$ cat src/rtl/alu_shift_sched.sv
// rtl/alu_shift_sched.sv - round-robin shared iterative shifter with valid/ready response port
module alu_shift_sched #(
    parameter int DATA_WIDTH = 32,
    parameter int STEP       = 4,
    localparam int SHAMT_W   = $clog2(DATA_WIDTH)
) (
    input  logic                       clk,
    input  logic                       arst_i,
    input  logic [1:0]                 req_valid_i,
    output logic [1:0]                 req_ready_o,
    input  logic [1:0][DATA_WIDTH-1:0] req_data_i,
    input  logic [1:0][SHAMT_W-1:0]    req_shamt_i,
    input  logic [1:0]                 req_left_i,
    input  logic [1:0]                 req_arith_i,
    output logic                       rsp_valid_o,
    input  logic                       rsp_ready_i,
    output logic [DATA_WIDTH-1:0]      rsp_data_o,
    output logic                       rsp_id_o,
    output logic                       busy_o
);

    // STEP may equal DATA_WIDTH, so it is held one bit wider than a shift amount
    localparam logic [SHAMT_W:0] STEP_C = (SHAMT_W+1)'(STEP);

    typedef enum logic [1:0] {
        IDLE  = 2'd0,
        SHIFT = 2'd1,
        DONE  = 2'd2
    } state_t;

    state_t                 state;
    logic [DATA_WIDTH-1:0]  acc;
    logic [SHAMT_W-1:0]     rem;
    logic                   dir_left;
    logic                   arith;
    logic                   id;
    logic                   last_grant;

    logic                   any_req;
    logic                   grant_id;
    logic [SHAMT_W-1:0]     step_k;
    logic [DATA_WIDTH-1:0]  acc_step;
    logic [SHAMT_W-1:0]     rem_step;

    // Round-robin pick: a lone requester wins, a tie goes to the one not served last
    always_comb begin
        any_req     = |req_valid_i;
        grant_id    = (req_valid_i == 2'b11) ? ~last_grant : req_valid_i[1];
        req_ready_o = 2'b00;
        if (state == IDLE && !arst_i && any_req) begin
            req_ready_o[grant_id] = 1'b1;
        end
    end

    // One shift step of at most STEP bits on the accumulator
    always_comb begin
        step_k = ({1'b0, rem} < STEP_C) ? rem : STEP_C[SHAMT_W-1:0];
        if (dir_left) begin
            acc_step = acc << step_k;
        end else if (arith) begin
            acc_step = $unsigned($signed(acc) >>> step_k);
        end else begin
            acc_step = acc >> step_k;
        end
        rem_step = rem - step_k;
    end

    // Sequencer: accept in IDLE, iterate in SHIFT, hold the result in DONE until taken
    always_ff @(posedge clk or posedge arst_i) begin
        if (arst_i) begin
            state       <= IDLE;
            acc         <= '0;
            rem         <= '0;
            dir_left    <= 1'b0;
            arith       <= 1'b0;
            id          <= 1'b0;
            last_grant  <= 1'b1;
            rsp_valid_o <= 1'b0;
            rsp_data_o  <= '0;
            rsp_id_o    <= 1'b0;
            busy_o      <= 1'b0;
        end else begin
            case (state)
                IDLE: begin
                    if (any_req) begin
                        acc        <= req_data_i[grant_id];
                        rem        <= req_shamt_i[grant_id];
                        dir_left   <= req_left_i[grant_id];
                        arith      <= req_arith_i[grant_id];
                        id         <= grant_id;
                        last_grant <= grant_id;
                        busy_o     <= 1'b1;
                        if (req_shamt_i[grant_id] == '0) begin
                            state       <= DONE;
                            rsp_valid_o <= 1'b1;
                            rsp_data_o  <= req_data_i[grant_id];
                            rsp_id_o    <= grant_id;
                        end else begin
                            state <= SHIFT;
                        end
                    end
                end
                SHIFT: begin
                    acc <= acc_step;
                    rem <= rem_step;
                    if (rem_step == '0) begin
                        state       <= DONE;
                        rsp_valid_o <= 1'b1;
                        rsp_data_o  <= acc_step;
                        rsp_id_o    <= id;
                    end
                end
                DONE: begin
                    if (rsp_ready_i) begin
                        state       <= IDLE;
                        rsp_valid_o <= 1'b0;
                        busy_o      <= 1'b0;
                    end
                end
                default: begin
                    state <= IDLE;
                end
            endcase
        end
    end

endmodule
$ cat config.mk
export PLATFORM = sky130hd
export DESIGN_NAME = alu_shift_sched
export DESIGN_NICKNAME = d
export VERILOG_FILES = /design/src/rtl/alu_shift_sched.sv
export SDC_FILE = /design/constraint.sdc
export NUM_CORES = 1
export LEC_CHECK = 0
export CORE_MARGIN = 4
export CORE_UTILIZATION = 46
export CTS_CLUSTER_DIAMETER = 150
export DETAILED_ROUTE_END_ITERATION = 10
export GPL_TIMING_DRIVEN = 0
export PLACE_DENSITY = 0.72
export SYNTH_ARGS = -nofsm -noshare
export SYNTH_HDL_FRONTEND = slang
export SYNTH_SLANG_ARGS = --single-unit
$ cat constraint.sdc
create_clock -name clk -period 3.41 [get_ports clk]
set_input_delay 0.341 -clock clk [delete_from_list [all_inputs] [get_ports clk]]
set_output_delay 0.341 -clock clk [all_outputs]
set_load 0.005 [all_outputs]
# Word-level counts from Yosys, hierarchy flattened
# Index checks and enable logic that the tools add are counted.
[classes]
add_sub_neg = 1
multipliers = 0
div = 0
order_cmp = 3
eq_ne = 7
n_shift = 3
muxes = 39
bitwise_logic = 1
n_reduce_logical = 17
[ops]
columns = ["op", "n"]
rows = [
  ["$mux 32", 8],
  ["$pmux 32 s2", 2],
  ["$shl 32x5->32", 1],
  ["$shr 32x5->32", 1],
  ["$sshr 32x5->32", 1],
  ["$mux 5", 4],
  ["$mux 1", 14],
  ["$logic_not 5->1", 2],
  ["$mux 2", 5],
  ["$pmux 5 s2", 1],
  ["$ne 2x2->1 const B", 3],
  ["$pmux 2 s3", 1],
  ["$reduce_and 3->1", 2],
  ["$lt 5x3->1 const B", 1],
  ["$reduce_and 5->1", 1],
  ["$sub 5x5->5", 1],
  ["$eq 2x2->1 const B", 2],
  ["$pmux 1 s2", 2],
  ["$reduce_and 2->1", 2],
  ["$reduce_and 4->1", 1],
  ["$reduce_bool 2->1", 2],
  ["$logic_and 1x1->1", 3],
  ["$pmux 1 s3", 1],
  ["$reduce_bool 3->1", 1],
  ["other kinds (9)", 9],
]
[word_totals]
ff_bits = 78
latchBits = 0
mem_bits_rw = 0
mem_bits_ro = 0
out_inout_bits = 37
mem_count = 0

# Logic depth before layout (Yosys ltp)
# Gate-level depths: netlist of the first run.
[depth]
word_depth = 8
depth_mapped = 13

# Worst setup path after synthesis of the first run
# Ideal clock, no wire load.
[synth_timing]
kind = "reg2reg"
from = "reg rem[4]"
to = "reg rsp_data_o[24]"
setup_ns = 0.125
arrival_ns = 3.014
required_time_ns = 3.285
slack_ns = 0.271
stages_incl_launch_ff = 14
synth_period_minus_slack_ns = 3.139
path_cell_list = "dfrtp_1 -> buf_6 -> or3_1 -> clkbuf_1 -> clkbuf_1 -> buf_1 -> nand2_1 -> ha_1 -> nor2_1 -> o21ai_0 -> or2_2 -> o21ai_1 -> buf_2 -> mux2_2"
[synth_between]
elab_chain_len = 7
elab_cells_between_ends = 13
[synth_lines]
columns = ["element", "line_no", "text"]
rows = [
  ["start, declared", "33", "logic [SHAMT_W-1:0] rem;"],
  ["start signal, assigned", "87", "rem <= req_shamt_i[grant_id];"],
  ["start signal, assigned", "105", "rem <= rem_step;"],
  ["$lt 5x3->1", "57", "step_k = ({1'b0, rem} < STEP_C) ? rem : STEP_C[SHAMT_W-1:0];"],
  ["$mux 5", "57", ""],
  ["$shr 32x5->32 or $sshr 32x5->32 (tied branches)", "63, 61", ""],
  ["$mux 32", "60", "end else if (arith) begin"],
  ["$mux 32", "58", "if (dir_left) begin"],
  ["$mux 32", "106", "if (rem_step == '0) begin"],
  ["$pmux 32 s2", "83", "case (state)"],
  ["end signal, assigned", "96", "rsp_data_o <= req_data_i[grant_id];"],
  ["end signal, assigned", "109", "rsp_data_o <= acc_step;"],
  ["end, declared", "17", "output logic [DATA_WIDTH-1:0] rsp_data_o,"],
]
# Parallel ways exist; a longest one is shown, timed or not. The select of a mux whose other input is x is not followed.
# A chain may end at the register's enable or synchronous reset.

# Worst setup path after layout of the first run
[layout_timing]
from = "reg dir_left"
to = "reg rsp_data_o[17]"
[layout_between]
elab_chain_len = 3
[layout_lines]
columns = ["element", "line_no", "text"]
rows = [
  ["start, declared", "34", "logic dir_left;"],
  ["start signal, assigned", "88", "dir_left <= req_left_i[grant_id];"],
  ["$mux 32", "58", ""],
  ["$mux 32", "106", ""],
  ["$pmux 32 s2", "83", ""],
]
# No other way between the ends. The select of a mux whose other input is x is not followed.

==> qor.yml, run 1 <==
layout:
  finalCoreUtilization_pct: 60.10
  mostFrequentLayoutCell: "clkdlybuf4s50_1"
  final_cell_area_mm2: 0.008343
  insertedDiodeCount: 0
  nNetsFinal: 1012
  drive_gt1_share_pct: 11.49
  final_cells: 1111
  mostFrequentLayoutCells: "119 x clkdlybuf4s50_1, 112 x nand2_1, 77 x dfrtp_1"
  area_growth_pct: 27.57
pwr:
  p_clk_share_pct: 12.2
  switchingPower_w: 0.004639
  intPower_w: 0.004667
  power_density_mw_per_mm2: 1115
  ir_drop_mv: 0.5030
  combPwrFrac_pct: 69.2
  seqPwrFrac_pct: 18.6
  leakage_nw: 3.367
  switching_share_pct: 49.85
setup_path:
  crit_type: "reg -> reg"
  crit_path_max_incr_delay_ns: 0.65
  critPathBufInv: 3
  end_kind: "flop"
  cp.required_ns: 3.61
  crit_path_start_kind: "flop"
  crit_path_frequent_cell: "clkbuf_1"
  path_cells: "buf_1 -> clkbuf_1 -> clkbuf_1 -> o21ai_0 -> o31ai_1 -> mux2i_1"
  critical-path-top-delay-family: "buffers and inverters"
  cp_data_arrival_time_ns: 3.55
  cp_max_fo: 10
  critical_path.slowest_cell: "o31ai_1"
floorplan:
  io_pins: 120
  fp.coreArea_mm2: 0.01388
  die_h_um: 127.2
  rows: 43
  initial_utilization_pct: 47.12
  die_w_um: 127.2
  die-area_mm2: 0.01619
yosys:
  syn_area_mm2: 0.006540
  synth_area_per_cell_um2: 8.196
  synth_flop_cell: "dfrtp_1"
  synth_fp_nets: 883
  yosys_warnings: 0
  synth-async-reset-ratio_pct: 100.0
  seq_area_frac_synth_pct: 29.86
  synth_edf_count: 0
  synth_cells: 798
  synth_seq_cells: 78
  synth_cell_type_count: 65
sta:
  skew_ns: 0.005627
  fin_crit_ns: 3.350
  timing.hold.ws_ns: 0.2920
  relSlewSlack_pct: 26.47
  fmax_mhz: 298.5
  rsz0062_at_grt: "no"
  slew_violations: 0
  finalSetupTns_ns: 0
  tightestPinTransition_ns: 1.103
  setup_viol: 0
  period_share_pct: 98.25
  finalHoldViolCount: 0
clock_tree:
  clk_pin_slew_ns: 0.07
  cts_tree: "built"
  htreeDepth: 3
  clockRootBuffer: "clkbuf_16"
  cts_sinks: 78
  cts_buffer_depth: 2
  numCtsBuffers: 9
  insertion_delay_ns: 0.35
  cts_setup_buffers: 0
grt:
  grt_start_max_net_pins: 70
  antenna_found_initial: 0
  grt_pass1_vias: 7194
  grt_pass1_wl_mm: 44.39
  grt_overflow: 0
  grt_usage_pct: 36.02
detailed_routing:
  vias_per_cell: 6.688
  drcViolationCount: 0
  drtIter0Drc: 1018
  antenna_left: 0
  vias: 7430
  wire_per_inst_um: 26.68
  drt_first_pass_iters: 7
  drt_wl_total_mm: 29.64
placed_design:
  place.gp.congestion: 1.073
  dp.cells: 1098
  port_buffers: 119
  place_area_mm2: 0.007986
  dpl.hpwl_mm: 20.91
flow_run:
  cap_violations: 0
worst_hold_path:
  min_path_type: "in -> async"
status:
  status: "completed"
[stage by stage]
stage | total power [W] | worst slack, ns
floorplan | 0.005576 | 0.2712
global placement | 0.007842 | -0.7912
detailed placement | 0.007864 | -0.8067
CTS | 0.009029 | 0.04946
global route | 0.009711 | 0.06863
finish | 0.009306 | 0.05976
[layout make-up]
class | count | area, um2
Fill cell | 1299 | 5538
Clock inverter | 5 | 107.6
Inverter | 14 | 55.05
Buffer | 99 | 416.7
Sequential cell | 78 | 1953
Tap cell | 180 | 225.2
Timing Repair Buffer | 120 | 1219
Multi-Input combinational cell | 605 | 4138
Clock buffer | 10 | 229.0
[cells in the mapped netlist, types with 9 or more instances]
cell type / count / area share [%]
nor3_1: 21 / 1.6
a211oi_1: 12 / 1.4
a21oi_1: 63 / 4.8
mux2_2: 56 / 9.6
buf_2: 14 / 1.1
mux2i_1: 66 / 10
o221ai_1: 9 / 1.2
and3_1: 11 / 1.1
a32oi_1: 14 / 1.9
o31a_1: 10 / 1.3
nand2_1: 112 / 6.4
clkbuf_1: 63 / 3.6
inv_1: 14 / 0.80
a2bb2oi_1: 10 / 1.3
dfrtp_1: 77 / 29
nor2_1: 31 / 1.8
o21ai_0: 36 / 2.8
o2bb2ai_1: 11 / 1.5
buf_1: 22 / 1.3
a31oi_1: 11 / 1.1
nand3_1: 31 / 2.4
[power by group through the flow]
| stage | Sequential [W] | Clock (W) | Combinational [W] |
|---|---|---|---|
| after global placement | 0.00172 | 0 | 0.00612 |
| after floorplan | 0.00168 | 0 | 0.00390 |
| after global routing | 0.00179 | 0.00118 | 0.00675 |
| after CTS | 0.00172 | 0.00114 | 0.00617 |
| after detailed placement | 0.00173 | 0 | 0.00613 |
| final | 0.00173 | 0.00114 | 0.00644 |
[logic make-up (layout without fill, tap and decap cells)]
family	Yosys count	count (layout)	share of synthesized area (%)
buf+inv	115	248	7.098
simple gates	241	241	17.49
compound gates	237	237	24.97
mux	123	123	20.09
fa+ha+maj	2	2	0.3826
flops	78	78	29.86
other cells	2	2	0.1148
[what timing repair did]
action / in CTS / in global routing
resized for setup: 7 / 5
cloned: 0 / 0
hold endpoints to repair: 0 / 0
hold buffers: 0 / 0
endpoints found under the setup margin: 33 / 26
[sequential cells by signal, indices dropped and copies added (netlist names)]
signal       count
rsp_id_o         1
id               1
rem              5
state            2
rsp_valid_o      1
dir_left         1
last_grant       1
rsp_data_o      32
arith            1
acc             32
busy_o           1
[routing by layer]
layer / vias up / track usage, % / part of all wire, %
met3: 120 / 10.79 / 12
li1: 3225 / - / -
met2: 550 / 54.23 / 43
met1: 3535 / 47.99 / 40
met5: - / 0 / 0
met4: 0 / 15.84 / 4.3
[path summary, 6_finish.rpt]
path	start	to	slack, ns	depth (start not counted)
max in group asynchronous	arst_i	acc[10]$_DFFE_PP0P_	2.53	3
worst max register to register	dir_left$_DFFE_PP0P_	rsp_data_o[17]$_DFFE_PP0P_	0.06	6
worst max-delay path	dir_left$_DFFE_PP0P_	rsp_data_o[17]$_DFFE_PP0P_	0.06	6
min in group clk	id$_DFFE_PP0P_	id$_DFFE_PP0P_	0.50	2
worst min register to register	id$_DFFE_PP0P_	id$_DFFE_PP0P_	0.50	2
worst min-delay path	arst_i	rsp_data_o[17]$_DFFE_PP0P_	0.29	2
Note: power is estimated with default switching activity, not from simulation.
==> run 2: changes to the inputs <==
--- a/config.mk
+++ b/config.mk
@@ -11,6 +11,7 @@
 export DETAILED_ROUTE_END_ITERATION = 10
 export GPL_TIMING_DRIVEN = 0
 export PLACE_DENSITY = 0.72
+export SKIP_CTS_REPAIR_TIMING = 1
 export SYNTH_ARGS = -nofsm -noshare
 export SYNTH_HDL_FRONTEND = slang
 export SYNTH_SLANG_ARGS = --single-unit
==> run 2 against run 1 <==
  * Sequential power hardly changed
  * Combinational power hardly changed
  * Critical path type unchanged
  * Routed wire length is 0.40% higher
  * Largest power group unchanged
  * Final area hardly changed
==> qor.yml, run 2 (same netlist as run 1, synthesis figures left out) <==
pwr:
  ir_drop_mv: 0.5063  # +0.66%
  intPower_w: 0.004665  # about the same
  switching_share_pct: 49.86  # about the same
  switchingPower_w: 0.004638  # about the same
  p_clk_share_pct: 12.2  # about the same
  power_density_mw_per_mm2: 1116  # about the same
  combPwrFrac_pct: 69.2  # about the same
  leakage_nw: 3.366  # about the same
  seqPwrFrac_pct: 18.6  # about the same
sta:
  finalHoldViolCount: 0  # unchanged
  timing.hold.ws_ns: 0.2944  # +0.002334 ns
  fmax_mhz: 299.0  # +0.16%
  skew_ns: 0.004555  # -0.001072 ns
  slew_violations: 0  # unchanged
  relSlewSlack_pct: 27.80  # +1.3 points
  setup_viol: 0  # unchanged
  finalSetupTns_ns: 0  # unchanged
  rsz0062_at_grt: "yes"
  fin_crit_ns: 3.345  # -0.005385 ns
  period_share_pct: 98.09  # -0.16 points
  timing.final.ws_setup_ns: 0.06515  # +0.005385 ns
  tightestPinTransition_ns: 1.083  # -0.01992 ns
setup_path:
  crit_type: "reg -> reg"
  cp_data_arrival_time_ns: 3.55  # about the same
  ff2ff_setup_slack_ns: 0.07  # about the same
  path_cells: "buf_1 -> clkbuf_1 -> clkbuf_1 -> o21ai_0 -> o31ai_1 -> o21ai_0"
  crit_path_start_kind: "flop"
  critical_path.slowest_cell: "clkbuf_1"
  end_kind: "flop"
  r2r_start: "dir_left$_DFFE_PP0P_"
  critPathBufInv: 3  # unchanged
  critical-path-top-delay-family: "buffers and inverters"
  cp_max_fo: 10  # unchanged
  crit_path_max_incr_delay_ns: 0.66  # about the same
  worstSetupStartpoint: "dir_left$_DFFE_PP0P_"
  cp.required_ns: 3.61  # about the same
placed_design:
  dpl.hpwl_mm: 20.91  # unchanged
  dp.cells: 1098  # unchanged
  post-place-ws_ns: -0.8067  # unchanged
  place_area_mm2: 0.007986  # unchanged
  place.gp.congestion: 1.073  # unchanged
  port_buffers: 119  # unchanged
flow_run:
  cap_violations: 0  # unchanged
grt:
  grt_pass1_vias: 7183  # -0.15%
  antenna_found_initial: 0  # unchanged
  grt_pass1_wl_mm: 44.50  # +0.25%
  grt_usage_pct: 36.19  # +0.18 points
  grt_overflow: 0  # unchanged
  grt_start_max_net_pins: 70  # unchanged
layout:
  mostFrequentLayoutCell: "clkdlybuf4s50_1"
  fillers: 1298  # -0.077%
  nNetsFinal: 1012  # unchanged
  reg_top3: "acc: 32 flops, rsp_data_o: 32 flops, rem: 5 flops"
  mostFrequentLayoutCells: "119 x clkdlybuf4s50_1, 112 x nand2_1, 77 x dfrtp_1"
  area_growth_pct: 27.47  # about the same
  insertedDiodeCount: 0  # unchanged
  final_cell_area_mm2: 0.008337  # about the same
  final_cells: 1111  # unchanged
  drive_gt1_share_pct: 11.39  # -0.11 points
floorplan:
  die-area_mm2: 0.01619  # unchanged
  rows: 43  # unchanged
  io_pins: 120  # unchanged
  die_w_um: 127.2  # unchanged
  die_h_um: 127.2  # unchanged
  initial_utilization_pct: 47.12  # unchanged
  fp.coreArea_mm2: 0.01388  # unchanged
clock_tree:
  clk_pin_slew_ns: 0.07  # about the same
  cts_buffer_depth: 2  # unchanged
  numCtsBuffers: 9  # unchanged
  insertion_delay_ns: 0.35  # about the same
  clockRootBuffer: "clkbuf_16"
  cts_tree: "built"
  htreeDepth: 3  # unchanged
  cts_sinks: 78  # unchanged
detailed_routing:
  antenna_left: 0  # unchanged
  drtIter0Drc: 1111  # +9.1%
  vias: 7400  # -0.40%
  wire_per_inst_um: 26.78  # +0.40%
  drcViolationCount: 0  # unchanged
  drt_first_pass_iters: 6  # -1
  vias_per_cell: 6.661  # -0.40%
  drt_wl_total_mm: 29.76  # +0.40%
worst_hold_path:
  min_path_type: "in -> async"
status:
  status: "completed"
run 2: routing by layer:
layer  global-route usage (%)  part of all wire [%]  up-vias
met2                    54.08                    43      542
met5                        0                     0        -
met3                    11.16                    12      115
met4                    16.21                   4.5        0
met1                    48.25                    41     3524
li1                         -                     -     3219
run 2: power by group through the flow:
stage	registers (W)	logic (W)	clock network, W
floorplan	0.00168	0.00390	0
global placement	0.00172	0.00612	0
detailed placement	0.00173	0.00613	0
CTS	0.00172	0.00616	0.00114
global route	0.00179	0.00674	0.00118
finish	0.00173	0.00644	0.00114
run 2: path summary, 6_finish.rpt:
kind	end	cells past startpoint
worst max-delay path	acc[17]$_DFFE_PP0P_	6
worst min-delay path	rsp_data_o[17]$_DFFE_PP0P_	2
worst max register to register	acc[17]$_DFFE_PP0P_	6
worst min register to register	id$_DFFE_PP0P_	2
max in group asynchronous	rsp_data_o[10]$_DFFE_PP0P_	3
min in group clk	id$_DFFE_PP0P_	2
run 2: area by class of cell:
class                   count  area (um2)  area share, %
flip-flops and latches     78        1953          23.43
clock inverters             5       107.6          1.291
clock buffers              10       229.0          2.747
plain buffers              99       416.7          4.998
inverters                  14       55.05         0.6604
multi-input cells         605        4131          49.56
well taps                 180       225.2          2.701
repair buffers            120        1219          14.62
run 2: worst register-to-register path: stages, from the launching register on:
cell and delay [ns]:
dfrtp_1 0.45, buf_1 0.50, clkbuf_1 0.59, clkbuf_1 0.66, o21ai_0 0.22, o31ai_1 0.62, o21ai_0 0.16
run 2: through the flow:
stage                     power (W)  utilization, %
after floorplan            0.005576               -
after global placement     0.007842           57.32
after detailed placement   0.007864           57.54
after CTS                  0.009020           59.96
after global routing       0.009711           60.06
final                      0.009303           60.06
